**src/rtl/mc_ctrl_if.sv**
```systemverilog
// Memory-side handshake bundle of the multicycle controller.
// The controller drives the request and the memory answers with mem_ready.
interface mc_ctrl_if;
  logic mem_req;
  logic mem_we;
  logic IorD;
  logic mem_ready;

  modport master (
    output mem_req,
    output mem_we,
    output IorD,
    input  mem_ready
  );

  modport slave (
    input  mem_req,
    input  mem_we,
    input  IorD,
    output mem_ready
  );
endinterface

```
**src/rtl/mc_ctrl.sv**
```systemverilog
// Multicycle MIPS-subset control FSM (Moore outputs, memory-gated fetch).
// Define MC_CTRL_RETIRE_CNT_EN to build the retired-instruction counter.
module mc_ctrl (
  input  logic        clk,
  input  logic        reset_n,
  input  logic [5:0]  opcode,
  input  logic [5:0]  funct,
  input  logic        zero,
  mc_ctrl_if.master   bus,
  output logic        PCWrite,
  output logic        PCWriteCond,
  output logic        IRWrite,
  output logic        RegWrite,
  output logic [1:0]  RegDst,
  output logic [1:0]  MemtoReg,
  output logic        ALUSrcA,
  output logic [1:0]  ALUSrcB,
  output logic [2:0]  ALUOp,
  output logic [1:0]  PCSrc,
  output logic [3:0]  state,
  output logic [31:0] retire_cnt
);

  typedef enum logic [3:0] {
    FETCH, DECODE, EXEC_R, EXEC_I,
    MEM_ADDR, MEM_RD, MEM_WR, WB_R,
    WB_I, WB_MEM, BRANCH, JAL, JR
  } state_t;

  localparam logic [2:0] OP_ADD = 3'b000;
  localparam logic [2:0] OP_SUB = 3'b001;
  localparam logic [2:0] OP_OR  = 3'b010;
  localparam logic [2:0] OP_LUI = 3'b011;

  state_t st_q;
  state_t dec_nxt;

  // The condition flag is consumed by the datapath's PCWriteCond gate.
  logic unused_zero;
  assign unused_zero = zero;

  logic is_r, is_addu, is_subu, is_jr;
  logic is_ori, is_lui, is_lw, is_sw;
  logic is_beq, is_jal;

  assign is_r    = opcode == 6'h00;
  assign is_addu = is_r && funct == 6'h21;
  assign is_subu = is_r && funct == 6'h23;
  assign is_jr   = is_r && funct == 6'h08;
  assign is_ori  = opcode == 6'h0D;
  assign is_lui  = opcode == 6'h0F;
  assign is_lw   = opcode == 6'h23;
  assign is_sw   = opcode == 6'h2B;
  assign is_beq  = opcode == 6'h04;
  assign is_jal  = opcode == 6'h03;

  always_comb begin
    dec_nxt = FETCH;
    unique case (1'b1)
      is_addu, is_subu: dec_nxt = EXEC_R;
      is_ori, is_lui:   dec_nxt = EXEC_I;
      is_lw, is_sw:     dec_nxt = MEM_ADDR;
      is_beq:           dec_nxt = BRANCH;
      is_jal:           dec_nxt = JAL;
      is_jr:            dec_nxt = JR;
      default:          dec_nxt = FETCH;
    endcase
  end

  always_ff @(posedge clk or negedge reset_n) begin
    if (!reset_n) begin
      st_q <= FETCH;
    end else begin
      unique case (st_q)
        FETCH:    if (bus.mem_ready) st_q <= DECODE;
        DECODE:   st_q <= dec_nxt;
        EXEC_R:   st_q <= WB_R;
        EXEC_I:   st_q <= WB_I;
        MEM_ADDR: st_q <= is_lw ? MEM_RD : MEM_WR;
        MEM_RD:   if (bus.mem_ready) st_q <= WB_MEM;
        MEM_WR:   if (bus.mem_ready) st_q <= FETCH;
        default:  st_q <= FETCH;
      endcase
    end
  end

  assign state = st_q;

  always_comb begin
    bus.mem_req = 1'b0;
    bus.mem_we  = 1'b0;
    bus.IorD    = 1'b0;
    PCWrite     = 1'b0;
    PCWriteCond = 1'b0;
    IRWrite     = 1'b0;
    RegWrite    = 1'b0;
    RegDst      = 2'b00;
    MemtoReg    = 2'b00;
    ALUSrcA     = 1'b0;
    ALUSrcB     = 2'b00;
    ALUOp       = OP_ADD;
    PCSrc       = 2'b00;
    // Reset must silence the bus at once, not at the next edge.
    if (reset_n) begin
      unique case (st_q)
        FETCH: begin
          bus.mem_req = 1'b1;
          ALUSrcB     = 2'b01;
          IRWrite     = bus.mem_ready;
          PCWrite     = bus.mem_ready;
        end
        DECODE: ALUSrcB = 2'b11;
        EXEC_R: begin
          ALUSrcA = 1'b1;
          ALUOp   = is_subu ? OP_SUB : OP_ADD;
        end
        EXEC_I: begin
          ALUSrcA = 1'b1;
          ALUSrcB = 2'b10;
          ALUOp   = is_lui ? OP_LUI : OP_OR;
        end
        MEM_ADDR: begin
          ALUSrcA = 1'b1;
          ALUSrcB = 2'b10;
        end
        MEM_RD: begin
          bus.mem_req = 1'b1;
          bus.IorD    = 1'b1;
        end
        MEM_WR: begin
          bus.mem_req = 1'b1;
          bus.mem_we  = 1'b1;
          bus.IorD    = 1'b1;
        end
        WB_R: begin
          RegWrite = 1'b1;
          RegDst   = 2'b01;
        end
        WB_I: RegWrite = 1'b1;
        WB_MEM: begin
          RegWrite = 1'b1;
          MemtoReg = 2'b01;
        end
        BRANCH: begin
          ALUSrcA     = 1'b1;
          ALUOp       = OP_SUB;
          PCWriteCond = 1'b1;
          PCSrc       = 2'b01;
        end
        JAL: begin
          RegWrite = 1'b1;
          RegDst   = 2'b10;
          MemtoReg = 2'b10;
          PCWrite  = 1'b1;
          PCSrc    = 2'b10;
        end
        JR: begin
          PCWrite = 1'b1;
          PCSrc   = 2'b11;
        end
        default: ;
      endcase
    end
  end

`ifdef MC_CTRL_RETIRE_CNT_EN
  logic [31:0] retire_q;
  logic        retire;

  always_comb begin
    retire = 1'b0;
    unique case (st_q)
      DECODE:  retire = dec_nxt == FETCH;
      MEM_WR:  retire = bus.mem_ready;
      WB_R, WB_I, WB_MEM,
      BRANCH, JAL, JR: retire = 1'b1;
      default: retire = 1'b0;
    endcase
  end

  always_ff @(posedge clk or negedge reset_n) begin
    if (!reset_n) begin
      retire_q <= '0;
    end else if (retire) begin
      retire_q <= retire_q + 32'd1;
    end
  end

  assign retire_cnt = retire_q;
`else
  assign retire_cnt = '0;
`endif

endmodule

```
**src/flat_wrapper.sv**
```systemverilog
// flat-port wrapper written by rule: the top's interface ports become plain ports
module mc_ctrl_flat 
  (clk, reset_n, opcode, funct, zero, PCWrite, PCWriteCond, IRWrite, RegWrite, RegDst, MemtoReg, ALUSrcA, ALUSrcB, ALUOp, PCSrc, state, retire_cnt, bus_mem_req, bus_mem_we, bus_IorD, bus_mem_ready);
  mc_ctrl_if bus_i ();
  input  logic clk;
  input  logic reset_n;
  input  logic [5:0] opcode;
  input  logic [5:0] funct;
  input  logic zero;
  output logic PCWrite;
  output logic PCWriteCond;
  output logic IRWrite;
  output logic RegWrite;
  output logic [1:0] RegDst;
  output logic [1:0] MemtoReg;
  output logic ALUSrcA;
  output logic [1:0] ALUSrcB;
  output logic [2:0] ALUOp;
  output logic [1:0] PCSrc;
  output logic [3:0] state;
  output logic [31:0] retire_cnt;
  output wire logic [$bits(bus_i.mem_req)-1:0] bus_mem_req;
  output wire logic [$bits(bus_i.mem_we)-1:0] bus_mem_we;
  output wire logic [$bits(bus_i.IorD)-1:0] bus_IorD;
  input wire logic [$bits(bus_i.mem_ready)-1:0] bus_mem_ready;
  assign bus_mem_req = bus_i.mem_req;
  assign bus_mem_we = bus_i.mem_we;
  assign bus_IorD = bus_i.IorD;
  assign bus_i.mem_ready = bus_mem_ready;
  mc_ctrl u_core (.clk(clk), .reset_n(reset_n), .opcode(opcode), .funct(funct), .zero(zero), .bus(bus_i), .PCWrite(PCWrite), .PCWriteCond(PCWriteCond), .IRWrite(IRWrite), .RegWrite(RegWrite), .RegDst(RegDst), .MemtoReg(MemtoReg), .ALUSrcA(ALUSrcA), .ALUSrcB(ALUSrcB), .ALUOp(ALUOp), .PCSrc(PCSrc), .state(state), .retire_cnt(retire_cnt));
endmodule
```
**config.mk**
```make
export PLATFORM = sky130hd
export DESIGN_NAME = mc_ctrl_flat
export DESIGN_NICKNAME = d
export VERILOG_FILES = /design/src/rtl/mc_ctrl_if.sv /design/src/rtl/mc_ctrl.sv /design/src/flat_wrapper.sv
export SDC_FILE = /design/constraint.sdc
export NUM_CORES = 1
export LEC_CHECK = 0
export CAP_MARGIN = 20
export CORE_ASPECT_RATIO = 0.9
export CORE_MARGIN = 5
export CORE_UTILIZATION = 36
export DETAILED_ROUTE_END_ITERATION = 12
export GPL_TIMING_DRIVEN = 0
export PLACE_DENSITY = 0.87
export SYNTH_ARGS = -nofsm -noshare
export SYNTH_HDL_FRONTEND = slang
export SYNTH_SLANG_ARGS = --single-unit
```
**constraint.sdc**
```tcl
create_clock -name clk -period 2.3 [get_ports clk]
set_clock_uncertainty 0.15 [all_clocks]
set_input_delay 0.23 -clock clk [delete_from_list [all_inputs] [get_ports clk]]
set_output_delay 0.23 -clock clk [all_outputs]
set_load 0.01 [all_outputs]
```
---- Word level (Yosys, flattened, before mapping) ----
Index checks and enable logic that the tools add are counted.
storage, ports and cells
  input bits .............................. 16
  output and inout port bits .............. 55
  logic and storage cells ................. 74
  bits in registers ....................... 4
operators by class
  muxes and demuxes ....................... 34
  equal/unequal tests ..................... 24
  reduce and logical (&&, ||, !) cells .... 15
operators by type and width
  operator            number
  $pmux 4 s7          1
  $eq 6x6->1 const B  4
  $pmux 4 s6          1
  $eq 4x4->1 const B  5
  $eq 6x4->1 const B  3
  $mux 1              17
  $eq 4x3->1 const B  4
  $mux 4              3
  $pmux 2 s3          2
  $reduce_or 2->1     6
  $mux 2              5
  $pmux 3 s3          1
  $eq 4x2->1 const B  2
  $pmux 2 s2          2
  $reduce_or 4->1     2
  $eq 6x2->1 const B  1
  $eq 6x3->1 const B  1
  $logic_not 6->1     1
  $ne 2x2->1 const B  3
  $eq 4x1->1 const B  1
  $logic_not 4->1     1
  $logic_and 1x1->1   3
  $mux 3              1
  $reduce_and 3->1    1
  2 further kinds     2

---- Longest topological paths before layout ----
  depth in word-level cells ............... 5
  mapped depth ............................ 6
  gate-level depth less buffers ........... 4

---- Least setup slack after synthesis ----
Ideal clock, no wire load.
  path kind ............................... input to output
  from .................................... input opcode[0]
  to ...................................... output ALUOp[0]
  buffers on the path ..................... 0
  data required time ...................... 1,920 ps
  stages .................................. 4
  slack ................................... 539 ps
  data arrival time ....................... 1,381 ps
  path through ............................ or4_4 -> nor4_2 -> nand4_1 -> a21oi_1
on the way
  cells in the longest elaborated chain, start to end .. 5
  elaborated cells between the ends (all ways) .. 7
  classes of those cells .................. 1 x eq/ne; 4 x mux; 2 x reduce/logical
ends and longest elaborated chain
  item               line                source
  start, declared    flat_wrapper.sv:7   input logic [5:0] opcode;
  $logic_not 6->1    mc_ctrl.sv:46       assign is_r = opcode == 6'h00;
  $logic_and 1x1->1  mc_ctrl.sv:48       assign is_subu = is_r && funct == 6'h23;
  $mux 1             mc_ctrl.sv:115      ALUOp = is_subu ? OP_SUB : OP_ADD;
  $pmux 3 s3 *       mc_ctrl.sv:105      unique case (st_q)
  $mux 3 *           mc_ctrl.sv:104      if (reset_n) begin
  end, declared      flat_wrapper.sv:18  output logic [2:0] ALUOp;
Every way passes the cells marked *; elsewhere a longest branch is shown, timed or not.

---- Worst setup path after layout ----
  from .................................... register u_core.st_q[3] (netlist: u_core.state[3])
  to ...................................... output RegWrite
on the way
  cells in the longest elaborated chain, start to end .. 4
  elaborated cells between the ends (all ways) .. 7
  classes of those cells .................. 4 x eq/ne; 2 x mux; 1 x reduce/logical
ends and longest elaborated chain
  item                                             line                source
  start, declared                                  mc_ctrl.sv:35       state_t st_q;
  start signal, assigned                           mc_ctrl.sv:76       DECODE: st_q <= dec_nxt;
  start signal, assigned                           mc_ctrl.sv:79       MEM_ADDR: st_q <= is_lw ? MEM_RD : MEM_WR;
  $eq 4x4->1 / $eq 4x3->1 (equally long branches)  mc_ctrl.sv:105
  $reduce_or 4->1 (no line) *                      --
  $mux 1 *                                         mc_ctrl.sv:105
  $mux 1 *                                         mc_ctrl.sv:104
  end, declared                                    flat_wrapper.sv:13  output logic RegWrite;
Marks and branches as above.

==> impl_metrics.json <==
{
  "drtAntennaViolNets": 0,
  "grt_max_degree": 11,
  "startpoint_type": "flop",
  "whs_ns": 0.3863,
  "drive_gt1_frac": 0.2843,
  "cts_tree": "done",
  "drtIter0Drc": 36,
  "seqCellArea_um2": 100.1,
  "final_cell_mix": "buf_4, conb_1, clkdlybuf4s50_1",
  "cp-end-kind": "primary output",
  "finalCritPeriodShare": 0.9715,
  "fmax_ghz": 0.4476,
  "clk_latency_ns": 0.25,
  "p_sw_frac": 0.4707,
  "comb_power_share": 0.780,
  "placed_cell_area_um2": 1400,
  "ys.flop_type": "dfrtp_1",
  "hp-class": "in2reg",
  "finalHoldViolCount": 0,
  "firstDrtPassIters": 4,
  "dp_hpwl_mm": 2.040,
  "grt_pass1_wl_mm": 3.912,
  "finalMaxSlewViolations": 0,
  "arrival_ns": 1.85,
  "intPower_mw": 0.5577,
  "final_cells": 232,
  "coreArea_um2": 2404,
  "route.detailed.drc": 0,
  "grt_util_all_layers": 0.1294,
  "vdd_drop_max_mv": 0.4594,
  "finalSetupViolCount": 0,
  "clock_power_share": 0.093,
  "p_seq_frac": 0.127,
  "overflow": 0,
  "portBuffers": 36,
  "switching_power_mw": 0.4958,
  "route.vias.total": 1044,
  "maxCapViolations": 0,
  "crit_type": "reg2out",
  "avgViaCountPerCell": 4.500,
  "seq_area_frac_synth": 0.1132,
  "fin_nets": 222,
  "grt_pass1_vias": 914,
  "root_buffer": "clkbuf_4",
  "cts_buffers": 3,
  "tns_ns": 0,
  "wire_per_inst_um": 11.00,
  "finalInstanceArea_um2": 1493,
  "cts_num_sinks": 4,
  "diodes": 0,
  "synth_edf_count": 0,
  "synthArstFlopShare": 1.000,
  "layout_commonest_cell": "buf_4",
  "row_count": 17,
  "synth_cells": 131,
  "clk_transition_reported_paths_ns": 0.05,
  "path_max_fanout": 10,
  "dp.cells": 227,
  "largest_reg_flops": 4,
  "finalCriticalPeriod_ns": 2.234,
  "start_util": 0.3680,
  "synth_cell_types": 36,
  "p_leak_nw": 0.7490,
  "syn_area_per_cell_um2": 6.753,
  "area_growth_pct": 68.74,
  "cts_max_level": 1,
  "antenna_found_initial": 0,
  "gp_congestion": 0.9224,
  "die_h_um": 57.03,
  "rsz0062_at_grt": "false",
  "fin_util": 0.6210,
  "die_x_um": 62.25,
  "synth_area_um2": 884.6,
  "crit_required_ns": 1.92,
  "ios": 71,
  "yosysWarnings": 0,
  "fill_cells": 224,
  "power.density_nw_per_um2": 705.8,
  "wl_mm": 2.553,
  "synth_seq_cells": 4,
  "multi_input_area_um2": 654.4,
  "status": "finished clean",
  "clockBufferDepth": 2,
  "die-area_um2": 3550
}
## layer usage
layer  wire [µm]  part of all wire  vias to the layer above  global-route usage
li1            -                 -                      532                   -
met1         951              0.37                      447              0.1484
met2        1307              0.51                       61              0.2337
met3         256              0.10                        4             0.02756
met4          38             0.015                        0             0.05152
met5           0                 0                        -                   0
## layout make-up
| class | count | area share |
|---|---|---|
| well taps | 28 | 0.02347 |
| multi-input cells | 118 | 0.4384 |
| repair buffers | 38 | 0.2540 |
| inverters | 3 | 0.007544 |
| clock buffers | 3 | 0.01509 |
| plain buffers | 38 | 0.1945 |
| flip-flops and latches | 4 | 0.06706 |
## Yosys cell counts (2+ instances only)
master | instances | area [µm²]
buf_4 | 35 | 262.8
nor2_1 | 17 | 63.81
nand2_1 | 12 | 45.04
a21oi_1 | 9 | 45.04
nand2b_1 | 7 | 43.79
nor3_1 | 7 | 35.03
dfrtp_1 | 4 | 100.1
inv_1 | 3 | 11.26
o21ai_0 | 3 | 15.01
a32oi_1 | 2 | 17.52
and2_1 | 2 | 12.51
and2b_1 | 2 | 15.01
buf_6 | 2 | 22.52
nand3_1 | 2 | 10.01
nand3b_1 | 2 | 15.01
o21ai_1 | 2 | 10.01
## worst max-delay path, cell delays in order (launching register included)
cell,delay (ns)
dfrtp_1,0.40
buf_6,0.16
and2b_1,0.22
a21oi_1,0.08
nor3b_1,0.18
clkdlybuf4s50_1,0.57
## per-stage QoR
stage                     total power, mW  worst slack (ns)
final                               1.054           0.06563
after global placement             0.8928           -0.6034
after CTS                           1.012          -0.01386
after global routing                1.132          0.005554
after detailed placement           0.8963           -0.6119
after floorplan                    0.6213            0.5389
## power by group through the flow
stage	clock [mW]	combinational [mW]	sequential [mW]
CTS	0.0947	0.787	0.131
detailed placement	0	0.766	0.131
global placement	0	0.764	0.129
floorplan	0	0.484	0.137
global route	0.0970	0.898	0.137
finish	0.0983	0.822	0.134
## repair_timing
item / in CTS / in global routing
setup endpoints to repair: 7 / 6
hold endpoints to repair: 4 / 0
resized for setup: 12 / 12
hold buffers: 1 / 0
buffers inserted: 0 / 1
pin swaps: 3 / 4
## cell families after synthesis
group	count (synthesis)	share of synthesized area
other	1	0.004239
buffers and inverters	41	0.3409
muxes	1	0.01132
AOI/OAI and AO/OA	22	0.1598
and+or+nand+nor	62	0.3706
DFF	4	0.1132
## final timing paths
| check | end | from | depth (start not counted) | slack [ns] |
|---|---|---|---|---|
| min in group asynchronous | u_core.state[3]$_DFFE_PN0P_ | reset_n | 2 | 0.58 |
| hold reg to reg | u_core.state[0]$_DFFE_PN0P_ | u_core.state[3]$_DFFE_PN0P_ | 2 | 0.50 |
| hold / removal | u_core.state[3]$_DFFE_PN0P_ | opcode[2] | 5 | 0.39 |
| setup reg to reg | u_core.state[0]$_DFFE_PN0P_ | u_core.state[1]$_DFFE_PN0P_ | 4 | 0.60 |
| setup / recovery | RegWrite | u_core.state[3]$_DFFE_PN0P_ | 5 | 0.07 |
| max in group asynchronous | u_core.state[1]$_DFFE_PN0P_ | reset_n | 2 | 1.21 |
(Power assumes the default switching activity.)
